==> src/rtl/csa_seq_ctrl.sv <==
// Multi-cycle WIDTH-bit adder: one shared 4-bit carry-select slice is applied
// once per clock, LSB nibble first, with the carry chained through a register.

module csa (
  input  logic [3:0] a,
  input  logic [3:0] b,
  input  logic       cin,
  output logic [3:0] sum,
  output logic       cout
);

  logic [2:0] w_lo;
  logic [2:0] w_hi0;
  logic [2:0] w_hi1;

  // Upper half is precomputed for both carry values and selected by the lower carry
  assign w_lo  = 3'(a[1:0]) + 3'(b[1:0]) + 3'(cin);
  assign w_hi0 = 3'(a[3:2]) + 3'(b[3:2]);
  assign w_hi1 = w_hi0 + 3'd1;

  assign sum  = {(w_lo[2] ? w_hi1[1:0] : w_hi0[1:0]), w_lo[1:0]};
  assign cout = w_lo[2] ? w_hi1[2] : w_hi0[2];

endmodule

module csa_seq_ctrl #(
  parameter int unsigned WIDTH = 16
) (
  input  logic             clk,
  input  logic             rst,
  input  logic             start_valid,
  output logic             start_ready,
  input  logic [WIDTH-1:0] op_a,
  input  logic [WIDTH-1:0] op_b,
  input  logic             op_cin,
  output logic             res_valid,
  input  logic             res_ready,
  output logic [WIDTH-1:0] res_sum,
  output logic             res_cout,
  output logic             busy
);

  localparam int unsigned NSLICE = WIDTH / 4;
  localparam int unsigned IDXW   = (NSLICE > 1) ? $clog2(NSLICE) : 1;
  localparam logic [IDXW-1:0] LAST_IDX = IDXW'(NSLICE - 1);

  generate
    if ((WIDTH % 4) != 0 || WIDTH < 4) begin : g_bad_width
      $error("csa_seq_ctrl: WIDTH must be a multiple of 4 and >= 4");
    end
  endgenerate

  typedef enum logic [1:0] {
    S_IDLE = 2'd0,
    S_RUN  = 2'd1,
    S_DONE = 2'd2
  } state_t;

  state_t          r_state;
  state_t          w_next;
  logic [IDXW-1:0] r_idx;
  logic [WIDTH-1:0] r_a;
  logic [WIDTH-1:0] r_b;
  logic [WIDTH-1:0] r_sum;
  logic            r_carry;
  logic            r_cout;

  logic            w_accept;
  logic            w_last;
  logic [WIDTH-1:0] w_a_sh;
  logic [WIDTH-1:0] w_b_sh;
  logic [3:0]      w_csa_a;
  logic [3:0]      w_csa_b;
  logic            w_csa_cin;
  logic [3:0]      w_csa_sum;
  logic            w_csa_cout;

  assign start_ready = (r_state == S_IDLE) & ~rst;
  assign res_valid   = (r_state == S_DONE);
  assign busy        = (r_state != S_IDLE);
  assign res_sum     = r_sum;
  assign res_cout    = r_cout;

  assign w_accept = start_valid & start_ready;
  assign w_last   = (r_idx == LAST_IDX);

  // Slice operands are forced to zero outside RUN
  assign w_a_sh    = r_a >> {r_idx, 2'b00};
  assign w_b_sh    = r_b >> {r_idx, 2'b00};
  assign w_csa_a   = (r_state == S_RUN) ? w_a_sh[3:0] : 4'd0;
  assign w_csa_b   = (r_state == S_RUN) ? w_b_sh[3:0] : 4'd0;
  assign w_csa_cin = (r_state == S_RUN) ? r_carry : 1'b0;

  csa u_csa (
    .a    (w_csa_a),
    .b    (w_csa_b),
    .cin  (w_csa_cin),
    .sum  (w_csa_sum),
    .cout (w_csa_cout)
  );

  always_ff @(posedge clk or posedge rst) begin
    if (rst) r_state <= S_IDLE;
    else     r_state <= w_next;
  end

  always_comb begin
    w_next = r_state;
    case (r_state)
      S_IDLE:  if (w_accept) w_next = S_RUN;
      S_RUN:   if (w_last) w_next = S_DONE;
      S_DONE:  if (res_ready) w_next = S_IDLE;
      default: w_next = S_IDLE;
    endcase
  end

  always_ff @(posedge clk or posedge rst) begin
    if (rst) begin
      r_idx   <= '0;
      r_a     <= '0;
      r_b     <= '0;
      r_carry <= 1'b0;
      r_sum   <= '0;
      r_cout  <= 1'b0;
    end else begin
      case (r_state)
        S_IDLE: begin
          if (w_accept) begin
            r_a     <= op_a;
            r_b     <= op_b;
            r_carry <= op_cin;
            r_idx   <= '0;
          end
        end
        S_RUN: begin
          r_sum[{r_idx, 2'b00} +: 4] <= w_csa_sum;
          r_carry                    <= w_csa_cout;
          if (w_last) begin
            r_cout <= w_csa_cout;
            r_idx  <= '0;
          end else begin
            r_idx <= r_idx + IDXW'(1);
          end
        end
        default: ;
      endcase
    end
  end

endmodule
==> config.mk <==
export PLATFORM = sky130hd
export DESIGN_NAME = csa_seq_ctrl
export DESIGN_NICKNAME = d
export VERILOG_FILES = /design/src/rtl/csa_seq_ctrl.sv
export SDC_FILE = /design/constraint.sdc
export NUM_CORES = 1
export LEC_CHECK = 0
export CELL_PAD_IN_SITES_DETAIL_PLACEMENT = 1
export CELL_PAD_IN_SITES_GLOBAL_PLACEMENT = 2
export CORE_ASPECT_RATIO = 0.7
export CORE_UTILIZATION = 31
export CTS_CLUSTER_DIAMETER = 120
export CTS_CLUSTER_SIZE = 16
export DETAILED_ROUTE_END_ITERATION = 10
export MAX_ROUTING_LAYER = met4
export PLACE_DENSITY_LB_ADDON = 0.1
export SLEW_MARGIN = 20
export SYNTH_ARGS = -nofsm -noshare
export SYNTH_HDL_FRONTEND = slang
export SYNTH_SLANG_ARGS = --single-unit
==> constraint.sdc <==
create_clock -name clk -period 3 [get_ports clk]
set_input_delay 0.45 -clock clk [delete_from_list [all_inputs] [get_ports clk]]
set_output_delay 0.45 -clock clk [all_outputs]
set_load 0.01 [all_outputs]
Word-level counts from Yosys, hierarchy flattened:

Cells that the tools add are included.

* flip-flop bits (word level): 54
* latch bits: 0
* memory bits (writable): 0
* ROM bits: 0
* output and inout port bits: 20
* memories kept: 0

* $add $sub $neg: 6
* multipliers: 0
* divide/modulo/power cells: 0
* magnitude comparators: 0
* eq/ne operators: 6
* shift operators: 4
* multiplexer cells: 15
* bitwise logic cells: 3
* reductions and logical operators: 7

Operators by type and width (count)
* 16-bit by 4-bit >> shifter with 4-bit output: 2
* 16-bit bitwise mux: 1
* 4-bit by 6-bit variable shift with 16-bit output, first input constant: 1
* 4-bit by 6-bit indexed part select with 16-bit output: 1
* 2-bit 2-to-1 mux: 6
* 4-bit 2-to-1 mux: 2
* 2-bit by 2-bit adder with 3-bit output: 2
* 4-bit negation with 6-bit output: 1
* 2-bit one-hot mux with 3 select lines: 1
* 2-bit AND reduction: 3
* 2-bit equality test, second input constant: 2
* 2-bit inequality test, second input constant: 2
* 2-bit one-hot mux with 2 select lines: 1
* 2-bit nonzero test: 2
* 3-bit by 1-bit adder with 3-bit output: 1
* 3-bit by 1-bit adder with 3-bit output, second input constant: 1
* 1-bit 2-to-1 mux: 3
* 3-bit AND reduction: 1
* 2-bit by 1-bit adder with 2-bit output, second input constant: 1
* 1-bit AND: 2
* 2-bit by 1-bit equality test with 1-bit output, second input constant: 1
* 2-bit logical NOT: 1
* 2-bit by 1-bit inequality test with 1-bit output, second input constant: 1
* 1-bit one-hot mux with 2 select lines: 1
* 1-bit inverter: 1

Depth between registers and ports, before layout:

* depth in word-level cells: 7
* gate-level depth with buffers: 12
* gate-level depth less buffers: 10

Cells and area by module:

Synthesis repeated with hierarchy kept, for this count alone.

* cells, all modules: 186
* area, all modules: 2598.7 um2

By module, submodules not included
* csa_seq_ctrl: times used 1, cells an instance 167, area each 2447.3 um2
* csa: times used 1, cells an instance 19, area each 151.4 um2

Least setup slack after synthesis:

No wires, ideal clock.

* path type: reg-to-reg
* start: register r_idx[0]
* end: register r_sum[11], in the netlist res_sum[11]
* library setup time: 0.121 ns
* arrival time: 2.780 ns
* data required time: 2.879 ns
* slack: 0.099 ns
* stages on the path, launching flop included: 11
* buffers on the path: 1
* cells stage by stage: dfrtp_1 buf_2 mux4_2 and2_1 ha_1 inv_1 fa_1 inv_1 ha_1 mux2_2 a22o_1

* word-level cells in the longest chain between the ends: 7
* elaborated cells between the ends (all ways): 13
* those cells by class: add/sub (5); shift (4); mux (4)

RTL lines
* from (decl): line 61 `logic [IDXW-1:0] r_idx;`
* from (signal assigned): line 142 `r_idx <= r_idx + IDXW'(1);`
* 16-bit by 4-bit >> shifter with 4-bit output, on equally long branches: line 88, 89
* 4-bit 2-to-1 mux, on equally long branches: line 90, 91
* 2-bit by 2-bit adder with 3-bit output, on equally long branches: line 18, 17
* 3-bit by 1-bit adder with 3-bit output, on equally long branches: line 19, 17
* 2-bit 2-to-1 mux: line 21 `assign sum = {(w_lo[2] ? w_hi1[1:0] : w_hi0[1:0]), w_lo[1:0]};`
* 4-bit by 6-bit indexed part select with 16-bit output: line 136 `r_sum[{r_idx, 2'b00} +: 4] <= w_csa_sum;`
* 16-bit bitwise mux *: line 136
* to (signal, indexed assignment): line 136
* to (decl): line 64 `logic [WIDTH-1:0] r_sum;`

Every way passes the cells marked *; elsewhere a longest branch is shown, timed or not.
A chain may end at the register's enable or synchronous reset.

Worst setup path after layout:

Same ends and word-level chain as after synthesis.

==> results.md <==
- RSZ-0062 raised after global routing: no
- Hold path cells: 2
- Area growth, synth to finish: 31.8%
- # DRC: 7
- Fillers: 824
- Drt total wl: 5980 um
- Core footprint: 8010 um^2
- Post-CTS Setup Inserts: 0
- CTS max path bufs: 2
- Starting density of the core: 0.325
- Final period utilization: 0.958
- Clock Sinks: 54
- Total Routing Usage GR: 0.158
- FF-to-FF path depth: 10
- Top-area cell type share of the netlist area: 0.519
- Seq/Total Area, Yosys: 0.519
- Vias in the first global route: 1951
- CP max stage delay: 510 ps
- Final min period: 2870 ps
- Worst EP arrival: 3040 ps
- Syn Nets: 229
- Status: finished, violations left
- Clock Pin Slew Worst Setup and Hold Paths: 70 ps
- Syn avg cell area: 14.4 um^2
- Placed cell area: 3280 um^2
- Rows: 27
- Nets@finish: 293
- Failing checks: design-rule violations
- Fraction of layout cells with a size suffix above 1: 0.260
- Router iterations before antenna repair: 7
- Die Wd: 112 um
- Drt initial violations: 60
- Grt ovf: 0
- Total of max-cap violations: 0
- Startpoint types: flop
- Post-synth cell types: 34
- Commonest non-fill, non-tap cell in the layout: clkdlybuf4s50_1
- Pwr/cell area: 1050 nW/um^2
- Post-synth EDFFs: 0
- Die H: 78.7 um
- Worst hold path class: flop to flop
- Nature of the critical path endpoint: flop
- Commonest non-fill, non-tap cells in the layout: 56 x clkdlybuf4s50_1, 54 x dfrtp_1, 33 x mux2_2
- Io pins: 57
- Critical path, cell by cell: buf_4 > mux4_2 > and2_1 > ha_1 > inv_1 > fa_1 > inv_1 > ha_1 > mux2_2 > a22o_1
- Ys flop type: dfrtp_1
- Final slew viol count: 0
- Antenna diode count: 0
- # setup viols final: 0
- Async SR Flop Fraction: 1.00
- Top cells by area, synth: dfrtp_1 52%, mux2_2 14%, mux4_2 6.9%
- Port-buffer cells: 56
- GP Congestion: 0.800
- Max VDD drop: 0.439 mV
- Worst rel slew slack: 0.548
- Post-route ant nets: 0
- CTS tree: built
- Wire per inst: 17.2 um
- Largest net degree at the start of global routing: 55
- Die area: 8780 um^2
- LEAKAGE: 0.00145 uW
- Area leader, netlist: dfrtp_1
- First-pass GRT wire length: 10400 um
- Routed vias: 1708
- Slew @ Worst Pin: 678 ps
- Initial antenna violation count: 0
- FMAX: 348 MHz
- Crit Path Class: flop to flop
- Post-synthesis cell area: 2600 um^2
- Register bit total from synthesis: 54
- Final instance area: 3430 um^2
- Setup_tns: 0 ps
- Final hold viol count: 0
- HPWL Detailed: 4540 um
- Clock Latency Late Sink: 280 ps
- WP data required: 3170 ps
- Crit Path Max Fanout: 11
- Slowest cell on crit path: mux4_2
- Clock Tree Root: clkbuf_16
- Cts bufs inserted: 5
- Mapped Cells: 181
- CTS H-tree lvls: 2
- Clk_skew: 4.72 ps
- Syn. warnings: 0
- Vias per cell: 4.92
-- kinds of logic after synthesis --
group	share of synthesized area
muxes	0.216
adders and majority gates	0.0615
buffers and inverters	0.0432
xor gates and xnor gates	0.00673
DFF	0.519
and+or+nand+nor	0.0836
AOI/OAI and AO/OA	0.0706
-- power by group --
group | total (uW) | switching, uW | internal [uW]
Combinational | 1780 | 832 | 950
Clock | 575 | 244 | 331
Sequential | 1250 | 187 | 1060
-- Yosys cell counts, drive strengths merged (2+ instances only) --
master  instances
dfrtp          54
mux2           33
a22o           14
nand2          10
ha              8
mux4            8
and2            7
buf             6
inv             6
fa              3
nand2b          3
o21ai           3
o31ai           3
and3            2
clkbuf          2
nand3b          2
nor2            2
nor2b           2
nor4b           2
-- routing by layer --
metal	GRT usage	wire length [um]
met2	0.248	2790
met4	0.0351	58
met1	0.214	2860
met3	0.0313	270
met5	-	0
-- worst max-delay path: cells and delay by family, from the launching register on --
family          cells  cell delay, ps
flops               1             350
compound gates      1             210
simple gates        1             170
mux                 2             810
buf+inv             3             390
fa+ha+maj           3             830
-- worst paths after layout --
kind,to,start,slack [ps]
hold / removal,res_sum[3],res_sum[3],480
max in group asynchronous,res_sum[11],rst,1760
min in group asynchronous,res_sum[3],rst,780
setup reg to reg,res_sum[11],r_idx[0],130
setup / recovery,res_sum[11],r_idx[0],130
hold reg to reg,res_sum[3],res_sum[3],480
-- state kept, by name, indices dropped and copies added (netlist names) --
name and count:
res_sum 16, r_carry 1, r_b 16, res_cout 1
r_state 2, r_idx 2, r_a 16
-- through the flow --
step           worst slack, ps   util  hold slack, ps  total power (uW)  std cells
2_1_floorplan             98.9      -             475              2380        181
3_3_place_gp               192  0.409             465              2990        339
3_5_place_dp               122  0.409             484              3050        339
4_1_cts                    107  0.428             500              3650        347
5_1_grt                   20.4  0.429             532              3900        347
6_report                   127  0.429             483              3610        347
-- repair_timing --
item | CTS | global route
hold buffers | 0 | 0
gates resized for setup | 0 | 1
endpoints found under the setup margin | 0 | 1
endpoints found under the hold margin | 0 | 0
-- area by class of cell --
type                    instances  area [um^2]  share of cell area
flip-flops and latches         54         1350               0.394
multi-input cells             113         1160               0.337
repair buffers                 65          628               0.183
clock buffers                   7          143              0.0415
well taps                     101          126              0.0368
inverters                       6         22.5             0.00656
clock inverters                 1         5.00             0.00146
No activity file was read; power rests on OpenSTA's default activity.
